[config.mk]
export PLATFORM = sky130hd
export DESIGN_NAME = lif_neuron_layer
export DESIGN_NICKNAME = d
export VERILOG_FILES = /design/src/rtl/lif_neuron_layer.sv
export SDC_FILE = /design/constraint.sdc
export NUM_CORES = 1
export LEC_CHECK = 0
export ABC_AREA = 1
export CORE_UTILIZATION = 57
export DETAILED_ROUTE_END_ITERATION = 10
export PLACE_DENSITY = 0.82
export SYNTH_ARGS = -nofsm -noshare
export SYNTH_HDL_FRONTEND = slang
export SYNTH_SLANG_ARGS = --single-unit
[constraint.sdc]
create_clock -name clk -period 2.7 [get_ports clk]
set_input_delay 0.27 -clock clk [delete_from_list [all_inputs] [get_ports clk]]
set_output_delay 0.27 -clock clk [all_outputs]
set_load 0.01 [all_outputs]
[src/rtl/lif_neuron_layer.sv]
// Leaky integrate-and-fire layer: serially loaded signed weights, one shared
// leak/accumulate/fire sequencer driving an array of per-neuron datapaths.

module lif_neuron #(
   parameter int V_BITS     = 8,
   parameter int W_BITS     = 4,
   parameter int LEAK_SHIFT = 3,
   parameter int REFRAC     = 2
) (
   input  logic                     clk,
   input  logic                     rst_n,
   input  logic                     leak_i,
   input  logic                     acc_i,
   input  logic                     fire_i,
   input  logic signed [W_BITS-1:0] w_i,
   input  logic signed [V_BITS-1:0] thr_i,
   output logic signed [V_BITS-1:0] v_o,
   output logic                     spike_o
);
   localparam int R_BITS = $clog2(REFRAC + 2);
   localparam logic [V_BITS-1:0] V_MAX = {1'b0, {(V_BITS-1){1'b1}}};
   localparam logic [V_BITS-1:0] V_MIN = {1'b1, {(V_BITS-1){1'b0}}};

   logic signed [V_BITS-1:0] v_q, v_d;
   logic [R_BITS-1:0]        ref_q, ref_d;
   logic                     spk_q, spk_d;
   logic [V_BITS:0]          sum;

   always_comb begin
      v_d   = v_q;
      ref_d = ref_q;
      spk_d = spk_q;
      // one guard bit so overflow shows up as disagreeing top bits
      sum   = {v_q[V_BITS-1], v_q} + {{(V_BITS+1-W_BITS){w_i[W_BITS-1]}}, w_i};
      if (ref_q == '0) begin
         if (leak_i)
            v_d = v_q - (v_q >>> LEAK_SHIFT);
         else if (acc_i)
            v_d = (sum[V_BITS] != sum[V_BITS-1]) ? (sum[V_BITS] ? V_MIN : V_MAX)
                                                  : sum[V_BITS-1:0];
      end
      if (fire_i) begin
         if (ref_q != '0) begin
            ref_d = ref_q - R_BITS'(1);
            spk_d = 1'b0;
         end else if (v_q >= thr_i) begin
            spk_d = 1'b1;
            v_d   = '0;
            ref_d = R_BITS'(REFRAC);
         end else begin
            spk_d = 1'b0;
         end
      end
   end

   always_ff @(posedge clk or negedge rst_n) begin
      if (!rst_n) begin
         v_q   <= '0;
         ref_q <= '0;
         spk_q <= 1'b0;
      end else begin
         v_q   <= v_d;
         ref_q <= ref_d;
         spk_q <= spk_d;
      end
   end

   assign v_o     = v_q;
   assign spike_o = spk_q;
endmodule

module lif_neuron_layer #(
   parameter int N_IN       = 8,
   parameter int N_OUT      = 4,
   parameter int W_BITS     = 4,
   parameter int V_BITS     = 8,
   parameter int LEAK_SHIFT = 3,
   parameter int REFRAC     = 2,
   localparam int SEL_W     = (N_OUT > 1) ? $clog2(N_OUT) : 1
) (
   input  logic              clk,
   input  logic              rst_n,
   input  logic [N_IN-1:0]   spike_in,
   input  logic              step,
   input  logic [V_BITS-2:0] thr,
   input  logic              cfg_en,
   input  logic              cfg_bit,
   input  logic [SEL_W-1:0]  vmem_sel,
   output logic [N_OUT-1:0]  spike_out,
   output logic              busy,
   output logic [V_BITS-1:0] vmem_out
);
   localparam int CHAIN_W = N_IN * N_OUT * W_BITS;
   localparam int IDX_W   = (N_IN > 1) ? $clog2(N_IN) : 1;

   typedef enum logic [1:0] {IDLE, LEAK, ACCUM, FIRE} state_t;
   typedef logic [N_OUT-1:0][N_IN-1:0][W_BITS-1:0] wmat_t;

   state_t                  state_q, state_d;
   logic [IDX_W-1:0]        idx_q, idx_d;
   logic [N_IN-1:0]         spk_q, spk_d;
   logic                    busy_q, busy_d;
   logic [CHAIN_W-1:0]      chain_q, chain_d;
   wmat_t                   wmat;
   logic [N_OUT-1:0][V_BITS-1:0] v_all;
   logic                    leak_en, acc_en, fire_en;
   logic signed [V_BITS-1:0] thr_s;

   always_comb begin
      state_d = state_q;
      idx_d   = idx_q;
      spk_d   = spk_q;
      busy_d  = busy_q;
      chain_d = chain_q;
      case (state_q)
         IDLE: begin
            // configuration has priority; a coincident step is dropped
            if (cfg_en)
               chain_d = {cfg_bit, chain_q[CHAIN_W-1:1]};
            else if (step) begin
               spk_d   = spike_in;
               busy_d  = 1'b1;
               state_d = LEAK;
            end
         end
         LEAK: begin
            idx_d   = '0;
            state_d = ACCUM;
         end
         ACCUM: begin
            if (idx_q == IDX_W'(N_IN - 1)) state_d = FIRE;
            else                           idx_d   = idx_q + IDX_W'(1);
         end
         FIRE: begin
            busy_d  = 1'b0;
            state_d = IDLE;
         end
         default: state_d = IDLE;
      endcase
   end

   always_ff @(posedge clk or negedge rst_n) begin
      if (!rst_n) begin
         state_q <= IDLE;
         idx_q   <= '0;
         spk_q   <= '0;
         busy_q  <= 1'b0;
         chain_q <= '0;
      end else begin
         state_q <= state_d;
         idx_q   <= idx_d;
         spk_q   <= spk_d;
         busy_q  <= busy_d;
         chain_q <= chain_d;
      end
   end

   assign wmat    = chain_q;
   assign leak_en = (state_q == LEAK);
   assign acc_en  = (state_q == ACCUM) && spk_q[idx_q];
   assign fire_en = (state_q == FIRE);
   assign thr_s   = {1'b0, thr};

   for (genvar n = 0; n < N_OUT; n++) begin : g_nrn
      lif_neuron #(
         .V_BITS(V_BITS), .W_BITS(W_BITS), .LEAK_SHIFT(LEAK_SHIFT), .REFRAC(REFRAC)
      ) u_nrn (
         .clk    (clk),
         .rst_n  (rst_n),
         .leak_i (leak_en),
         .acc_i  (acc_en),
         .fire_i (fire_en),
         .w_i    (wmat[n][idx_q]),
         .thr_i  (thr_s),
         .v_o    (v_all[n]),
         .spike_o(spike_out[n])
      );
   end

   assign busy     = busy_q;
   assign vmem_out = v_all[vmem_sel];
endmodule

### Word level (Yosys, flattened, before mapping)

Cells that the tools add are included.

* register bits after elaboration: 186
* bits in latches: 0
* RAM bits: 0
* ROM bits: 0
* input port bits: 22
* output and inout port bits: 13
* word-level logic and storage cells: 143
* memories kept: 0

* $add $sub $neg: 13
* $mul: 0
* divide/modulo/power cells: 0
* magnitude comparators: 6
* equal/unequal tests: 12
* shift operators: 0
* multiplexer cells: 69
* bitwise logic cells: 1
* reduce and logical (&&, ||, !) cells: 25

Operators by type and width (count)
* $mux W8: 33
* $bmux W4 S3: 4
* $add A8 B4 Y9: 4
* $ge A8 B8 Y1: 4
* $sub A8 B5 Y8: 4
* $mux W2: 11
* $reduce_bool A2 Y1: 10
* $bmux W8 S2: 1
* $mux W4: 4
* $reduce_and A2 Y1: 6
* $mux W1: 11
* $logic_not A2 Y1: 5
* $reduce_and A3 Y1: 3
* $ne A2 B2 Y1 const B: 4
* $pmux W2 S4: 1
* $sub A2 B1 Y2 const B: 4
* $pmux W3 S2: 1
* $eq A2 B2 Y1 const B: 2
* $lt A3 B4 Y1 const B: 1
* $ne A1 B1 Y1: 4
* $add A3 B1 Y3 const B: 1
* $bmux W1 S3: 1
* $eq A3 B3 Y1 const B: 1
* $lt A2 B3 Y1 const B: 1
* other kinds (5): 5

### Longest topological paths before layout

* word-level depth: 11
* gate-level depth with buffers: 23

### By module

A second synthesis with hierarchy kept.

* cell total of the unflattened synthesis: 1848
* area total of the unflattened synthesis: 13379.1 um2

Modules (own cells, without submodules)
* lif_neuron_layer: instances 1, cells each 876, area each 7108.1 um2, sequential area each 3553.4 um2
* lif_neuron: instances 4, cells each 243, area each 1567.8 um2, sequential area each 275.3 um2

### Worst setup path after synthesis

Ideal clock, no wire load.

* kind: register -> register
* start: register idx_q[0]
* end: register g_nrn[1].u_nrn.v_q[2]
* setup time: 77 ps
* data arrival time: 2867 ps
* path slack: -244 ps
* stages on the path, launching flop included: 21
* buffers on the path: 3
* period minus slack after synthesis: 2944 ps
* path through: dfrtp_1 inv_1 buf_2 buf_2 clkbuf_1 o21ai_0 a31oi_1 ha_1 inv_1 fa_1 inv_1 nand2_1 a21oi_1 nand2_1 nand3_1 nand2_1 nand2_1 nand3_1 nand2_1 nand2_1 a21oi_1

* longest elaborated chain between the ends: 11

RTL lines
* start: declaration: RTL line 100 `logic [IDX_W-1:0] idx_q, idx_d;`
* start signal: assignment: RTL line 151 `idx_q <= idx_d;`
* $bmux W4 S3: RTL line 173 `.w_i (wmat[n][idx_q]),`
* $mux W4 (implied by the code): RTL line 173
* $add A8 B4 Y9: RTL line 34 `sum = {v_q[V_BITS-1], v_q} + {{(V_BITS+1-W_BITS){w_i[W_BITS-1]}}, w_i};`
* $mux W8 / $ne A1 B1 Y1 (equally long branches): RTL line 39 `v_d = (sum[V_BITS] != sum[V_BITS-1]) ? (sum[V_BITS] ? V_MIN : V_MAX)`
* $mux W8: RTL line 39
* $mux W8 *: RTL line 38 `else if (acc_i)`
* $mux W8 *: RTL line 36 `if (leak_i)`
* $mux W8 *: RTL line 35 `if (ref_q == '0) begin`
* $mux W8: RTL line 46 `end else if (v_q >= thr_i) begin`
* $mux W8: RTL line 43 `if (ref_q != '0) begin`
* $mux W8 *: RTL line 42 `if (fire_i) begin`
* named net g_nrn[1].u_nrn.v_d[2]: RTL line 24 `logic signed [V_BITS-1:0] v_q, v_d;`
* end signal: assignment: RTL line 62 `v_q <= v_d;`
* end: declaration: RTL line 24

Mark *: on every way through the listed nets, which the timed path passes. The rest lies on a longest branch. The select of a mux whose other input is x is not followed.
A chain may end at the register's enable or synchronous reset.

### Worst setup path in the final report

* start: register idx_q[0]
* end: register g_nrn[1].u_nrn.v_q[1]

Same word-level chain as after synthesis.

==> impl_metrics.yaml <==
drt:
  vias: 12600
  wire_per_inst_um: 16.8
  drtIter0Drc: 1198
  postRouteAntennaNets: 0
  drtPass1Iterations: 8
  drt_wl_total_um: 36500
  drc: 0
  avgViaCountPerCell: 5.77
sta:
  whs_ps: 356
  period_minus_slack_ps: 3070
  rsz0062_at_grt: "true"
  finClkSkew_ps: 14.1
  finalHoldViolCount: 0
  setup_violations: 32
  worst_slew_pin_slew_ps: 603
  finalCritPeriodShare_pct: 114
  worst_slack_ps: -370
  relSlewSlack_pct: 59.8
  max_freq_ghz: 0.326
  drv_slew: 0
run_status:
  status: "finished with violations"
  violations: "setup timing"
clocking:
  clock_path_buffers: 2
  root_buffer: "clkbuf_16"
  cts_max_level: 4
  cts_tree: "built"
  numCtsBuffers: 17
  clk_pin_slew_worst_paths_ps: 80
  cts_sinks: 186
  insertion_delay_ps: 440
grt:
  grt_pass1_vias: 11700
  grt_overflow: 0
  grt_max_degree: 87
  track_usage_pct: 31.2
  grt_pass1_wl_um: 56400
  antenna_found_initial: 0
  use_met2_pct: 52.8
  use_met3_pct: 5.03
  grtUsageMet1_pct: 39.6
  grt-busiest-layer: "met2"
worst_setup_path:
  crit_fanout: 7
  crit_required_ps: 3080
  start_kind: "flop"
  end_kind: "flop"
  cp.arrival_ps: 3450
  rr_startpoint: "idx_q[0]"
  reg2reg_to: "g_nrn[1].u_nrn.v_o[1]"
  path_class: "reg2reg"
  ff2ff_path_depth: 21
  rrSetupSlack_ps: -370
finish:
  fin_cells: 2179
  nNetsFinal: 2018
  nFillCells: 1522
  syn_to_final_growth_pct: 23.7
  drive_gt1_share_pct: 17.3
  fin_util_pct: 72.0
  diodes: 0
  postLayoutCellArea_um2: 15800
placement:
  routabilityCongestion: 0.976
  dp_hpwl_um: 22800
  port_buffers: 34
  place_area_um2: 13900
  placed_cells: 2113
die:
  io_pins: 35
  row_count: 54
  start_util_pct: 58.2
  core_area_um2: 21900
  die_w_um: 152
  die_y_um: 152
  dieArea_um2: 23000
hold_path:
  hold_path.class: "in2async"
logic_synthesis:
  synth_nets: 1923
  syn_inst: 1791
  ys_warn_count: 0
  netlist_area_um2: 12700
  yosysUniqueCellTypes: 37
  yosysSeqAreaShare_pct: 36.5
  ys_ff_latch: 186
  avgSynthCellArea_um2: 7.11
job:
  cap_viol_max_count: 0
[per-stage QoR]
| step | TNS [ps] | setup WS, ps |
|---|---|---|
| after floorplan | 0 | 5.15 |
| after global placement | -6000 | -284 |
| final | -8510 | -370 |
| after global routing | -12480 | -477 |
| after CTS | -4410 | -208 |
| after detailed placement | -9620 | -391 |
[worst max-delay path: stages (launching register included)]
cell     delay (ps)
dfrtp_2         440
buf_12          160
buf_8           140
buf_6           130
a21oi_4         160
o21ai_2          80
nand2_1          90
nor2_2           50
a31oi_4         160
buf_12          160
ha_4            210
nand2_1          80
nand2_1         100
a21oi_2         210
nand2_1          80
nand2_1         130
nand2_4          90
o21ai_1         180
nand3_1         100
nand2_1         110
nand2_1          80
nand2_1          60
[cell families (layout without fill, tap and decap cells)]
kind of cell | after synthesis | in the layout | share of synthesized area [%]
compound gates | 482 | 482 | 19.9
xor+xnor | 21 | 21 | 1.44
fa+ha+maj | 110 | 110 | 11.3
buf+inv | 331 | 439 | 10.2
flops | 186 | 186 | 36.5
mux | 2 | 2 | 0.177
simple gates | 659 | 659 | 20.4
[layout make-up]
| type | instances | area, um2 | share of cell area, % |
|---|---|---|---|
| flip-flops and latches | 186 | 4660 | 29.5 |
| repair buffers | 157 | 1540 | 9.74 |
| clock inverters | 15 | 201 | 1.28 |
| well taps | 280 | 350 | 2.22 |
| multi-input cells | 1274 | 7650 | 48.5 |
| clock buffers | 17 | 425 | 2.70 |
| inverters | 250 | 948 | 6.02 |
[routing by layer]
metal,vias to the layer above,wire (um)
li1,5986,-
met5,-,0
met3,137,2460
met4,0,1550
met1,5940,14800
met2,506,17700
[repair_timing]
action | 4_1_cts | 5_1_grt
hold buffers | 1 | 0
setup endpoints to repair | 32 | 32
endpoints found under the hold margin | 60 | 0
pin swaps | 60 | 34
gates resized for setup | 130 | 82
buffers inserted | 20 | 10
cloned | 3 | 0
[layout by cell type, fill, tap and decap left out, types with 4 or more instances in the layout]
cell type | synthesis | routed
ha_4 | 0 | 21
nand3_1 | 40 | 35
nand2_1 | 483 | 447
fa_1 | 8 | 4
a31oi_4 | 0 | 4
o21a_1 | 6 | 6
a31oi_1 | 15 | 5
nand3_2 | 2 | 7
buf_6 | 3 | 8
a21oi_2 | 8 | 40
dfrtp_1 | 186 | 184
ha_2 | 0 | 4
a31oi_2 | 0 | 6
clkdlybuf4s50_1 | 0 | 33
nor2_4 | 1 | 8
o21ai_0 | 211 | 180
nand4_1 | 13 | 13
nor2_1 | 109 | 101
xor2_1 | 6 | 6
ha_1 | 102 | 77
o21ai_1 | 10 | 26
fa_2 | 0 | 4
buf_12 | 0 | 12
inv_1 | 248 | 242
nand2_4 | 0 | 9
buf_4 | 6 | 97
inv_2 | 1 | 5
o21ai_2 | 0 | 13
nor2_2 | 3 | 4
a221oi_2 | 0 | 7
inv_8 | 0 | 5
clkbuf_16 | 0 | 17
nand2_2 | 0 | 27
a21oi_1 | 213 | 178
xnor2_1 | 15 | 15
[synth_stat cells]
library cell / n / area [um2]
a31oi_1: 15 / 93.8
buf_6: 3 / 33.8
inv_2: 1 / 3.75
clkinv_1: 1 / 3.75
buf_4: 6 / 45.0
o21ai_1: 10 / 50.1
o21bai_1: 2 / 15.0
a21oi_1: 213 / 1070
buf_1: 5 / 18.8
nor2_4: 1 / 11.3
or2_1: 2 / 12.5
nand3_2: 2 / 20.0
xnor2_1: 15 / 131
a21o_1: 3 / 22.5
nand3b_1: 1 / 7.51
fa_1: 8 / 160
nand3_1: 40 / 200
nor3_1: 1 / 5.00
nor2_1: 109 / 409
nor2_2: 3 / 18.8
o2111ai_1: 1 / 8.76
a21oi_2: 8 / 70.1
dfrtp_1: 186 / 4650
o211ai_1: 3 / 22.5
o21a_1: 6 / 45.0
xor2_1: 6 / 52.6
or2_2: 4 / 25.0
o21ai_0: 211 / 1060
o22ai_1: 1 / 6.26
nand4_1: 13 / 81.3
a221oi_1: 9 / 78.8
inv_1: 248 / 931
mux2_2: 2 / 22.5
ha_1: 102 / 1280
clkbuf_1: 53 / 199
buf_2: 14 / 70.1
nand2_1: 483 / 1810
[worst max-delay path by stage]
stage / start / endpoint / slack, ps / depth (start not counted)
CTS: idx_q[0] / g_nrn[2].u_nrn.v_o[6] / -210 / 20
detailed placement: idx_q[0] / g_nrn[2].u_nrn.v_o[6] / -390 / 19
finish: idx_q[0] / g_nrn[1].u_nrn.v_o[1] / -370 / 21
floorplan: idx_q[0] / g_nrn[2].u_nrn.v_o[2] / 5 / 21
global route: idx_q[0] / g_nrn[0].u_nrn.v_o[0] / -480 / 22
global placement: idx_q[1] / g_nrn[2].u_nrn.v_o[6] / -280 / 20
[registers in the layout, summed over array words and instances, names as in the netlist]
name / cells
busy: 1
chain_q: 128
g_nrn.u_nrn.ref_q: 8
g_nrn.u_nrn.spike_o: 4
g_nrn.u_nrn.v_o: 32
idx_q: 3
spk_q: 8
state_q: 2
Power is left out: the tool's default activity adds up to more than one toggle a clock period on the data nets, which glitch-free logic cannot reach.
